### src/rtl/video_capture.sv
// Raster capture: recovers field/line/pixel position from hdrive, vdrive_green and video,
// packs pixels MSB-first into bytes and writes them to a framebuffer byte port.
module video_capture #(
  parameter int unsigned H_ACTIVE = 512,
  parameter int unsigned V_ACTIVE = 240,
  parameter int unsigned V_SKIP   = 0,
  parameter int unsigned ADDR_W   = 14
) (
  input  logic              clk_pixel,
  input  logic              rst_n,
  input  logic              hdrive,
  input  logic              vdrive_green,
  input  logic              video,
  input  logic              err_clear,
  output logic              wr_en,
  output logic [ADDR_W-1:0] wr_addr,
  output logic [7:0]        wr_data,
  output logic              wr_field_green,
  output logic              field_start,
  output logic              field_done,
  output logic              err_short,
  output logic              err_vsync
);

  localparam int unsigned PIX_W  = $clog2(H_ACTIVE + 1);
  localparam int unsigned LINE_W = $clog2(V_ACTIVE + 1);
  localparam int unsigned SKIP_W = (V_SKIP > 0) ? $clog2(V_SKIP + 1) : 1;

  localparam logic [2:0] StWaitField = 3'd0;
  localparam logic [2:0] StVskip     = 3'd1;
  localparam logic [2:0] StLineWait  = 3'd2;
  localparam logic [2:0] StActive    = 3'd3;
  localparam logic [2:0] StFieldDone = 3'd4;

  logic hd_q, hd_q1, vd_q, vd_q1, vid_q;
  logic hd_rise, vd_edge;

  logic [2:0]        state_q, state_d;
  logic [LINE_W-1:0] line_cnt_q, line_cnt_d;
  logic [ADDR_W-1:0] line_base_q, line_base_d;
  logic [SKIP_W-1:0] skip_cnt_q, skip_cnt_d;
  logic [PIX_W-1:0]  pix_cnt_q, pix_cnt_d;
  logic [7:0]        shift_q, shift_d;
  logic              wr_en_q, wr_en_d;
  logic [ADDR_W-1:0] wr_addr_q, wr_addr_d;
  logic [7:0]        wr_data_q, wr_data_d;
  logic              green_q, green_d;
  logic              fstart_q, fstart_d;
  logic              fdone_q, fdone_d;
  logic              err_short_q, err_short_d;
  logic              err_vsync_q, err_vsync_d;
  logic              line_end;

  // Input pipeline free-runs through reset so a steady vdrive_green never looks like an edge.
  always_ff @(posedge clk_pixel) begin
    hd_q  <= hdrive;
    vd_q  <= vdrive_green;
    vid_q <= video;
    hd_q1 <= hd_q;
    vd_q1 <= vd_q;
  end

  assign hd_rise = hd_q & ~hd_q1;
  assign vd_edge = vd_q ^ vd_q1;

  always_comb begin
    state_d     = state_q;
    line_cnt_d  = line_cnt_q;
    line_base_d = line_base_q;
    skip_cnt_d  = skip_cnt_q;
    pix_cnt_d   = pix_cnt_q;
    shift_d     = shift_q;
    wr_en_d     = 1'b0;
    wr_addr_d   = wr_addr_q;
    wr_data_d   = wr_data_q;
    green_d     = green_q;
    fstart_d    = 1'b0;
    fdone_d     = 1'b0;
    err_short_d = err_short_q & ~err_clear;
    err_vsync_d = err_vsync_q & ~err_clear;
    line_end    = 1'b0;

    if (vd_edge) begin
      green_d     = vd_q;
      fstart_d    = 1'b1;
      line_cnt_d  = '0;
      line_base_d = '0;
      skip_cnt_d  = '0;
      state_d     = (V_SKIP == 0) ? StLineWait : StVskip;
      if (state_q == StVskip || state_q == StLineWait || state_q == StActive) begin
        err_vsync_d = 1'b1;
      end
    end else begin
      case (state_q)
        StVskip: begin
          if (hd_rise) begin
            skip_cnt_d = skip_cnt_q + 1'b1;
            if (skip_cnt_q == SKIP_W'(V_SKIP - 1)) state_d = StLineWait;
          end
        end
        StLineWait: begin
          if (hd_rise) begin
            shift_d   = {shift_q[6:0], vid_q};
            pix_cnt_d = PIX_W'(1);
            state_d   = StActive;
          end
        end
        StActive: begin
          if (hd_q) begin
            shift_d   = {shift_q[6:0], vid_q};
            pix_cnt_d = pix_cnt_q + 1'b1;
            if (pix_cnt_q[2:0] == 3'd7) begin
              wr_en_d   = 1'b1;
              wr_data_d = {shift_q[6:0], vid_q};
              wr_addr_d = line_base_q + ADDR_W'(pix_cnt_q >> 3);
            end
            line_end = (pix_cnt_q == PIX_W'(H_ACTIVE - 1));
          end else begin
            // Short line: flush the partial byte left-aligned, then close the line.
            err_short_d = 1'b1;
            if (pix_cnt_q[2:0] != 3'd0) begin
              wr_en_d   = 1'b1;
              wr_data_d = shift_q << (4'd8 - {1'b0, pix_cnt_q[2:0]});
              wr_addr_d = line_base_q + ADDR_W'(pix_cnt_q >> 3);
            end
            line_end = 1'b1;
          end
          if (line_end) begin
            line_base_d = line_base_q + ADDR_W'(H_ACTIVE / 8);
            line_cnt_d  = line_cnt_q + 1'b1;
            if (line_cnt_q == LINE_W'(V_ACTIVE - 1)) begin
              fdone_d = 1'b1;
              state_d = StFieldDone;
            end else begin
              state_d = StLineWait;
            end
          end
        end
        StWaitField, StFieldDone: ;
        default: state_d = StWaitField;
      endcase
    end
  end

  always_ff @(posedge clk_pixel) begin
    if (!rst_n) begin
      state_q     <= StWaitField;
      line_cnt_q  <= '0;
      line_base_q <= '0;
      skip_cnt_q  <= '0;
      pix_cnt_q   <= '0;
      shift_q     <= '0;
      wr_en_q     <= 1'b0;
      wr_addr_q   <= '0;
      wr_data_q   <= '0;
      green_q     <= 1'b0;
      fstart_q    <= 1'b0;
      fdone_q     <= 1'b0;
      err_short_q <= 1'b0;
      err_vsync_q <= 1'b0;
    end else begin
      state_q     <= state_d;
      line_cnt_q  <= line_cnt_d;
      line_base_q <= line_base_d;
      skip_cnt_q  <= skip_cnt_d;
      pix_cnt_q   <= pix_cnt_d;
      shift_q     <= shift_d;
      wr_en_q     <= wr_en_d;
      wr_addr_q   <= wr_addr_d;
      wr_data_q   <= wr_data_d;
      green_q     <= green_d;
      fstart_q    <= fstart_d;
      fdone_q     <= fdone_d;
      err_short_q <= err_short_d;
      err_vsync_q <= err_vsync_d;
    end
  end

  assign wr_en          = wr_en_q;
  assign wr_addr        = wr_addr_q;
  assign wr_data        = wr_data_q;
  assign wr_field_green = green_q;
  assign field_start    = fstart_q;
  assign field_done     = fdone_q;
  assign err_short      = err_short_q;
  assign err_vsync      = err_vsync_q;

endmodule

### config.mk
export PLATFORM = sky130hd
export DESIGN_NAME = video_capture
export DESIGN_NICKNAME = d
export VERILOG_FILES = /design/src/rtl/video_capture.sv
export SDC_FILE = /design/constraint.sdc
export NUM_CORES = 1
export LEC_CHECK = 0
export ABC_AREA = 1
export CAP_MARGIN = 20
export CORE_UTILIZATION = 35
export DETAILED_ROUTE_END_ITERATION = 12
export GPL_ROUTABILITY_DRIVEN = 0
export PLACE_DENSITY_LB_ADDON = 0.08
export SETUP_SLACK_MARGIN = 0.05
export SYNTH_ARGS = -nofsm -noshare
export SYNTH_HDL_FRONTEND = slang
export SYNTH_SLANG_ARGS = --single-unit
### constraint.sdc
create_clock -name clk_pixel -period 2.8 [get_ports clk_pixel]
set_input_delay 0.42 -clock clk_pixel [delete_from_list [all_inputs] [get_ports clk_pixel]]
set_output_delay 0.42 -clock clk_pixel [all_outputs]
set_load 0.05 [all_outputs]
==> impl_results.md, run 1 <==
- Max VDD drop: 0.000223 V
- Flop pwr share: 0.441
- CTS tree: yes
- H-tree depth: 3
- Post-Route M1 WL: between 4 and 5 mm
- DIE AREA: between 10000 and 15000 sq um
- Logic gate share of total power: 0.124
- Worst Tran Pin Value: between 0.5 and 0.6 ns
- Clk Latency, worst-skew pair: between 0.3 and 0.4 ns
- Async SR Flop Fraction: 0
- Wirelength per Cell: ~12 um
- RSZ-0062 raised after global routing: false
- Clk network pwr share: 0.435
- Switch Pwr: about 0.63 mW
- Detailed-route DRC error count: 0
- CTS clk-pin slew, worst paths: 0.08 ns
- Worst Path Max Fanout: 36
- Post-layout min period: around 2.2 ns
- Core area: 9730 sq um
- Syn. warnings: 0
- Drt pass-1 iters: 4
- WS Path Type: flop to flop
- Height of the die: between 100 and 150 um
- Switching Share: 0.257
- Post-synth EDFFs: 0
- Critical path arrival: approximately 2.4 ns
- Rel. slew slack: 0.632
- Final hold vios: 0
- Worst setup SP type: flop
- Via-to-Cell Ratio: between 4 and 5
- Grt total ovfl: 0
- CTS root buffer: clkbuf_8
- Largest net degree at the start of global routing: 37
- Flop-to-flop setup slack: 0.64 ns
- Worst hold start: vd_q
- Required time of the critical path: 3.04 ns
- Iter 0 DRT Violations: 95
- Critical path capture point type: flop
- Max Cap Viol: 0
- N_diodes: 0
- Final worst-path cycle share: 0.772
- Run status: completed
- Final Setup Violations: 0
- Clock buffer count from CTS: 9
- Clock Skews: 0.0114 ns
- Net Count, Synth: 483
- Met2 WL: roughly 3.6 mm
- Resize count post-CTS: 0
- Layout area overhead: 18.5%
- Final TNS setup: 0 ns
- Antenna violations before repair: 0
- Area share of the leading cell type in the synthesized netlist: 0.405
- Ports: 34
- Final wirelength: ~8 mm
- Post-synth cell types: 43
- Post-synth top area cell: dfxtp_1
- Antenna viol nets, final: 0
- Worst setup margin: about 0.64 ns
- Max-slew violations: 0
- PwrDens: 590 nW/um^2
- Worst-case reg-to-reg path depth: 10
- Cells on Worst Hold Path: 0
- Class of the most critical hold timing path: flop to flop
- Hold endpoint: vd_q1
- Post-CTS Setup Bufs: 0
- Synth Cell Area: roughly 3500 sq um
- Leakage: about 1.6 nW
- Max incr delay on CP: just over 0.4 ns
- Final Util: 0.427
- Number of port buffers: 33
- Number of hold buffers added after CTS: 0
- Met3 routed WL: between 200 and 300 um
- Vias in the first global route: approximately 2800
- Top cells by area, synth: dfxtp_1 40%, nand2_1 8.1%, a21oi_1 5.7%
- Clock buffer depth: 2
- Mapped Cells: between 400 and 500
- Nets: ~510
- Syn Area/Cell: about 7.5 sq um
- Ys flop type: dfxtp_1
- Die Wd: roughly 100 um
- Post-synthesis sequential area ratio: 0.405
- Initial Util: 0.361
- Worst slack, placed: ~0.65 ns
- Share of layout cells above drive strength 1: 0.103
- F_max: 462 MHz
- Crit path max-delay cell type: dfxtp_1
- HPWL Detailed: 5.86 mm
- Placement Rows: 36
- Top layer in use: met4
- Cell Int Power: 1.82 mW
- Gr usage total: 0.167
- FF+latch count, synth: 71
- Critical path cell sequence: buf_4, inv_1, ha_1, ha_1, o21ai_0, nand2_4, clkinv_8, o211ai_1, o21ai_1, inv_1
- CTS sink cnt: 71
- Worst reg2reg endpoint: wr_data[5]
- Via count: about 3000
- First-pass GRT wire length: ~14 mm
- Worst R2R Start: pix_cnt_q[0]
[final cells by class]
type | instances | area [sq um]
Tap cell | 133 | 166
Multi-Input combinational cell | 319 | 1710
Sequential cell | 71 | 1420
Timing Repair Buffer | 38 | 368
Fill cell | 1040 | 5570
Inverter | 59 | 234
Clock inverter | 6 | 133
Clock buffer | 10 | 128
[worst max-delay path: cells and delay by family, from the launching register on]
kind,cells,cell delay [ns]
compound gates,3,0.52
buf+inv,4,0.57
fa+ha+maj,2,0.38
flops,1,0.41
simple gates,1,0.18
[routing by layer]
layer,track usage,up-vias
li1,-,1606
met1,0.226,1334
met2,0.265,48
met3,0.0274,6
met4,0.0659,0
met5,0,-
[layout by cell type (no fill, tap or decap), drive strengths merged, types with 2 or more instances in the layout]
| cell | n |
|---|---|
| nand2 | 78 |
| dfxtp | 71 |
| inv | 57 |
| nor2 | 51 |
| a21oi | 51 |
| o21ai | 47 |
| clkdlybuf4s50 | 33 |
| nand3 | 27 |
| nor3 | 15 |
| xor2 | 10 |
| clkbuf | 10 |
| ha | 8 |
| nand4 | 6 |
| buf | 5 |
| o211ai | 4 |
| bufinv | 4 |
| a211oi | 4 |
| xnor2 | 3 |
| a31oi | 3 |
| clkinv | 3 |
| a22oi | 2 |
| o21a | 2 |
| nor4 | 2 |
| o21bai | 2 |
[flip-flops by register name, indices dropped and copies added (netlist names)]
name / cells
wr_addr: 14
pix_cnt_q: 10
line_base_q: 8
line_cnt_q: 8
shift_q: 8
wr_data: 8
state_q: 3
err_short: 1
err_vsync: 1
field_done: 1
field_start: 1
hd_q: 1
hd_q1: 1
skip_cnt_q: 1
vd_q: 1
vd_q1: 1
vid_q: 1
wr_en: 1
wr_field_green: 1
[cell families after synthesis]
| family | after synthesis | share of synthesized area |
|---|---|---|
| flops | 71 | 0.405 |
| xor+xnor | 13 | 0.0324 |
| fa+ha+maj | 8 | 0.0285 |
| buf+inv | 79 | 0.108 |
| simple gates | 180 | 0.224 |
| compound gates | 118 | 0.202 |
[synthesized netlist by cell type, drive strengths merged (3+ instances only)]
cell and count:
nor3 15, a21oi 51, a211oi 4, nand2 78, dfxtp 71, nand3 27
inv 57, nor2 51, ha 8, o21ai 47, o211ai 4, xnor2 3
a31oi 3, nand4 6, buf 18, xor2 10
[metrics by stage]
stage | area (sq um) | power (mW) | instances | hold slack (ns)
2_1_floorplan | 3510 | 1.33 | 469 | 0.351
3_3_place_gp | 3900 | 1.41 | 620 | 0.358
3_5_place_dp | 3900 | 1.41 | 620 | 0.364
4_1_cts | 4160 | 2.49 | 636 | 0.375
5_1_grt | 4160 | 2.57 | 636 | 0.380
6_report | 4160 | 2.45 | 636 | 0.370
[power by group through the flow]
stage | logic [mW] | clock network (mW) | registers [mW]
2_1_floorplan | 0.221 | 0 | 1.11
3_3_place_gp | 0.304 | 0 | 1.11
3_5_place_dp | 0.303 | 0 | 1.11
6_report | 0.304 | 1.07 | 1.08
4_1_cts | 0.304 | 1.11 | 1.08
5_1_grt | 0.343 | 1.14 | 1.09
[worst max path at each step]
stage,slack (ns),from,endpoint,depth (start not counted)
3_3_place_gp,0.70,pix_cnt_q[0],wr_data[5],10
3_5_place_dp,0.65,pix_cnt_q[0],wr_data[5],10
5_1_grt,0.34,pix_cnt_q[0],line_cnt_q[6],10
6_report,0.64,pix_cnt_q[0],wr_data[5],10
4_1_cts,0.64,pix_cnt_q[0],wr_data[5],10
2_1_floorplan,1.18,pix_cnt_q[0],wr_data[6],9
Note: power is estimated with default switching activity, not from simulation.
==> run 2, diff against run 1 <==
Clock period 2.8 ns to 2 ns, I/O delays scaled along.
==> run 2 against run 1 <==
Net effect: die area did not move; sequential share of layout area fell by 0.12 points; combinational power rose by 45%; global-route usage rose by 0.79 points; clock skew rose by 0.0032 ns; count of clock-buffer cells in the layout fell by 1; first-iteration DRC count rose by 15%; critical path depth fell by 9; core utilization rose by 0.15 points; routed wire length rose by 4.0%; largest power group unchanged.
==> impl_results.md, run 2 (same netlist as run 1, synthesis figures left out) <==
- Worst Path Max Fanout: 2
- Clk Latency, worst-skew pair: 0.34 ns
- RSZ-0062 raised after global routing: true
- Crit path max-delay cell type: clkdlybuf4s50_1
- CTS root buffer: clkbuf_8
- Critical path capture point type: output pin
- Max-slew violations: 0
- Wirelength per Cell: ~13 um
- Switch Pwr: approximately 0.9 mW
- Max Cap Viol: 0
- F_max: approximately 540 MHz
- Rel. slew slack: 0.651
- Filler cells: 1038
- Cell Int Power: 2.31 mW
- Run status: completed
- Final Util: 0.429
- Core area: ~10000 sq um
- Iter 0 DRT Violations: 109
- Worst setup SP type: flop
- Share of layout cells above drive strength 1: 0.118
- Drt pass-1 iters: 4
- WP buf/inv: 1
- Height of the die: slightly above 100 um
- Largest net degree at the start of global routing: 37
- Flop pwr share: 0.471
- Post-layout min period: about 1.8 ns
- Final Setup Violations: 0
- Critical path arrival: ~1.6 ns
- CTS clk-pin slew, worst paths: ~0.080 ns
- Detailed-route DRC error count: 0
- Final wirelength: roughly 8.3 mm
- Via-to-Cell Ratio: ~4.7
- Final TNS setup: 0 ns
- H-tree depth: 3
- Via count: about 3000
- Max VDD drop: 0.000454 V
- Max reg flops: 14
- Layout area overhead: 18.9%
- Required time of the critical path: ~1.7 ns
- Most common cell after layout, fill and taps aside: nand2_1
- Vias in the first global route: between 2000 and 3000
- Clk network pwr share: 0.392
- WS Path Type: flop to output pin
- Clock buffer depth: 2
- Class of the most critical hold timing path: flop to flop
- N_diodes: 0
- Final Power: around 3.2 mW
- Gr usage total: 0.175
- Worst path top cell family by delay: buffers and inverters
- Placement Rows: 36
- Hold_ws: around 0.37 ns
- Final worst-path cycle share: 0.923
- Nets: 518
- Most frequent cells in the layout: 76 x nand2_1, 71 x dfxtp_1, 52 x inv_1, 47 x nor2_1, 40 x a21oi_1
- Antenna violations before repair: 0
- HPWL Detailed: 6.07 mm
- Grt total ovfl: 0
- Final hold vios: 0
- Critical path cell sequence: clkdlybuf4s50_1
- PwrDens: 770 nW/um^2
- Antenna viol nets, final: 0
- Die Wd: between 100 and 150 um
- CTS sink cnt: just over 70
- Max incr delay on CP: 0.82 ns
- Clock buffer count from CTS: 9
- Clock Skews: around 0.015 ns
- DIE AREA: approximately 10000 sq um
- Initial Util: 0.361
- Worst Tran Pin Value: around 0.52 ns
- First-pass GRT wire length: about 14 mm
- Number of port buffers: 33
- Logic gate share of total power: 0.137
- CTS tree: yes
- Switching Share: 0.280
- Leakage: 1.61 nW
- Ports: 34
-- run 2: cell types whose count changed in the layout (fill, tap and decap cells not counted) --
| cell | change |
|---|---|
| bufinv_16 | -2 |
| o31ai_2 | +1 |
| clkinv_4 | +1 |
| buf_4 | +5 |
| clkbuf_1 | -1 |
| o31ai_1 | -1 |
| nand2_4 | +1 |
| clkinv_2 | +1 |
| o21ai_1 | +1 |
| inv_6 | +2 |
| nand2_2 | -1 |
| o21ai_0 | -1 |
-- run 2: power groups by stage --
stage | clock [mW] | sequential, mW | combinational (mW)
2_1_floorplan | 0 | 1.55 | 0.310
4_1_cts | 1.31 | 1.51 | 0.437
3_5_place_dp | 0 | 1.54 | 0.436
3_3_place_gp | 0 | 1.54 | 0.438
6_report | 1.26 | 1.51 | 0.442
5_1_grt | 1.37 | 1.52 | 0.509
-- run 2: metrics by stage --
stage	instances	instance area, sq um	worst slack (ns)
6_report	642	4170	0.154
5_1_grt	642	4170	0.00869
4_1_cts	641	4150	0.0550
3_5_place_dp	625	3940	0.0736
3_3_place_gp	625	3940	0.108
2_1_floorplan	469	3510	0.382
-- run 2: metal layers --
layer / wire (um) / track usage / part of all wire
met5: 0 / 0 / 0
met4: 85 / 0.0626 / 0.010
met3: 210 / 0.0356 / 0.025
met2: 3850 / 0.278 / 0.47
met1: 4120 / 0.235 / 0.50
-- run 2: repair_timing --
action / CTS / global route
endpoints found under the hold margin: 0 / 0
setup buffers: 0 / 0
hold buffers: 0 / 0
endpoints found under the setup margin: 0 / 28
resized for setup: 0 / 3
-- run 2: path summary, 6_finish.rpt --
path	start	to	slack, ns	cells past startpoint
min	vd_q	vd_q1	0.37	0
max reg2reg	pix_cnt_q[0]	wr_data[4]	0.20	7
min reg2reg	vd_q	vd_q1	0.37	0
max	wr_addr[1]	wr_addr[1]	0.15	1
-- run 2: cell type report --
| class | instances | area (sq um) | share of cell area |
|---|---|---|---|
| multi-input cells | 319 | 1720 | 0.412 |
| flip-flops and latches | 71 | 1420 | 0.341 |
| repair buffers | 43 | 405 | 0.0972 |
| inverters | 59 | 234 | 0.0561 |
| well taps | 133 | 166 | 0.0399 |
| clock buffers | 9 | 124 | 0.0297 |
| clock inverters | 7 | 95.1 | 0.0228 |
| repair inverters | 1 | 8.76 | 0.00210 |
==> RTL edit (settings of run 1) <==
Take the reset off `shift_q`, `wr_addr_q` and `wr_data_q` and load them in a clocked block of their own.
--- a/src/rtl/video_capture.sv
+++ b/src/rtl/video_capture.sv
@@ -150,8 +150,5 @@
       skip_cnt_q  <= '0;
       pix_cnt_q   <= '0;
-      shift_q     <= '0;
       wr_en_q     <= 1'b0;
-      wr_addr_q   <= '0;
-      wr_data_q   <= '0;
       green_q     <= 1'b0;
       fstart_q    <= 1'b0;
@@ -165,8 +162,5 @@
       skip_cnt_q  <= skip_cnt_d;
       pix_cnt_q   <= pix_cnt_d;
-      shift_q     <= shift_d;
       wr_en_q     <= wr_en_d;
-      wr_addr_q   <= wr_addr_d;
-      wr_data_q   <= wr_data_d;
       green_q     <= green_d;
       fstart_q    <= fstart_d;
@@ -175,4 +169,10 @@
       err_vsync_q <= err_vsync_d;
     end
+  end
+
+  always_ff @(posedge clk_pixel) begin
+    shift_q   <= shift_d;
+    wr_addr_q <= wr_addr_d;
+    wr_data_q <= wr_data_d;
   end
 
Formal check against the unedited RTL: differs if rst_n is asserted again (counterexample within 4 cycles, from zero or initial values and one cycle with rst_n low); with rst_n held inactive, the same outputs for 4 cycles.
==> RTL edit against run 1 <==
Total power down 3.9%; synthesized area down 3.6%; final cell count is 11% lower; design area fell by 2.4%; setup slack worse by 0.99 ps; clock power shrank 14%; largest power group unchanged; sequential cell count unchanged; first-iteration DRC count increased by 58%; routed wire length fell by 14%.
==> RTL edit: results (changes against run 1) <==
stage,metric,value,unit,change
finish,drive_above_1_share,0.0936,,-0.00977
synthesis,ys_top_cells_by_count,"nand2_1 (90), dfxtp_1 (41), inv_1 (40), nor2_1 (34), nand3_1 (32)",,
grt,track_usage,0.149,,-0.0181
finish,largest_register_ffs,14,,unchanged
grt,use_met3,0.0348,,+0.00746
power_and_ir_drop,power.leakage,1.51,nW,-4.5%
sta,worst_pin_slew,561,ps,+12.6 ps
finish,fin_nets,447,,-13%
route,drtIter0Drc,150,,+58%
route,drt_wl_total,6820,um,-14%
grt,grt_pass1_wl,11500,um,-15%
grt,grtUsageMet1,0.208,,-0.0182
grt,grt_max_degree,23,,-38%
synthesis,synth.distinct_cells,34,,-21%
finish,nFillCells,936,,-10%
route,wl_met3,269,um,+6.3%
worst_setup_path,rrSetupSlack,640,ps,about the same
place,placed_area,3830,sq um,-1.7%
synthesis,synth_nets,409,,-15%
route,dr_wl_met2,2750,um,-23%
route,m1WireLength,3650,um,-9.6%
power_and_ir_drop,p_switching,0.601,mW,-4.8%
place,dp.cells,551,,-11%
synthesis,yosysSeqAreaShare,0.509,,+0.104
finish,layout.cells.non_filler,567,,-11%
run_status,status,completed,,
power_and_ir_drop,vdd_ir_drop_max,0.288,mV,+29%
synthesis,synth_area_leaders,"edfxtp_1 (27%), dfxtp_1 (24%), nand2_1 (10%)",,
finish,antennaDiodeCount,0,,unchanged
worst_setup_path,worstPathMaxFanout,17,,-53%
worst_setup_path,arrival,2340,ps,-60 ps
place,pre_cts_ws,628,ps,-19.2 ps
sta,final.setup_skew,6.34,ps,-5.09 ps
synthesis,syn-instance-count,395,,-16%
synthesis,synth-edff-count,30,,+30
route,via_per_inst,4.65,,-1.2%
place,hpwl,4810,um,-18%
RTL edit: changes by cell type in the layout (fill, tap and decap cells not counted), sizes merged, moves of 3 or more:
cell,change
o21ai,-30
nand2,+17
nor3,-9
nor2,-9
a21oi,-20
edfxtp,+30
dfxtp,-30
clkbuf,+3
nand3,+7
inv,-11
a211oi,-4
xor2,+5
RTL edit: power groups by stage:
stage | registers, mW | logic [mW] | clock network, mW
global route | 1.16 | 0.328 | 0.988
detailed placement | 1.18 | 0.290 | 0
global placement | 1.18 | 0.295 | 0
finish | 1.15 | 0.289 | 0.915
floorplan | 1.18 | 0.219 | 0
CTS | 1.15 | 0.291 | 0.942
RTL edit: layout make-up:
cell class / instances / area [sq um] / share of cell area
clock buffers: 13 / 159 / 0.0392
flip-flops and latches: 71 / 1720 / 0.424
well taps: 129 / 161 / 0.0398
clock inverters: 3 / 65.1 / 0.0160
inverters: 47 / 176 / 0.0435
repair buffers: 36 / 353 / 0.0870
multi-input cells: 268 / 1420 / 0.350
RTL edit: logic make-up after synthesis:
logic type / count (synthesis) / share of synthesized area
simple gates: 185 / 0.251
fa+ha+maj: 8 / 0.0296
compound gates: 59 / 0.0965
flops: 71 / 0.509
xor+xnor: 16 / 0.0414
buf+inv: 56 / 0.0721
RTL edit: worst paths after layout:
check | end | cells after the start
min | vd_q1$_DFF_P_ | 0
max | wr_data[0]$_DFFE_PP_ | 6
max reg2reg | wr_data[0]$_DFFE_PP_ | 6
min reg2reg | vd_q1$_DFF_P_ | 0
RTL edit: worst max-delay path, cell delays in order (launching register included):
cell	delay, ps
dfxtp_1	680
inv_2	170
ha_1	240
ha_1	290
nor2_1	290
inv_1	120
o21ai_0	190
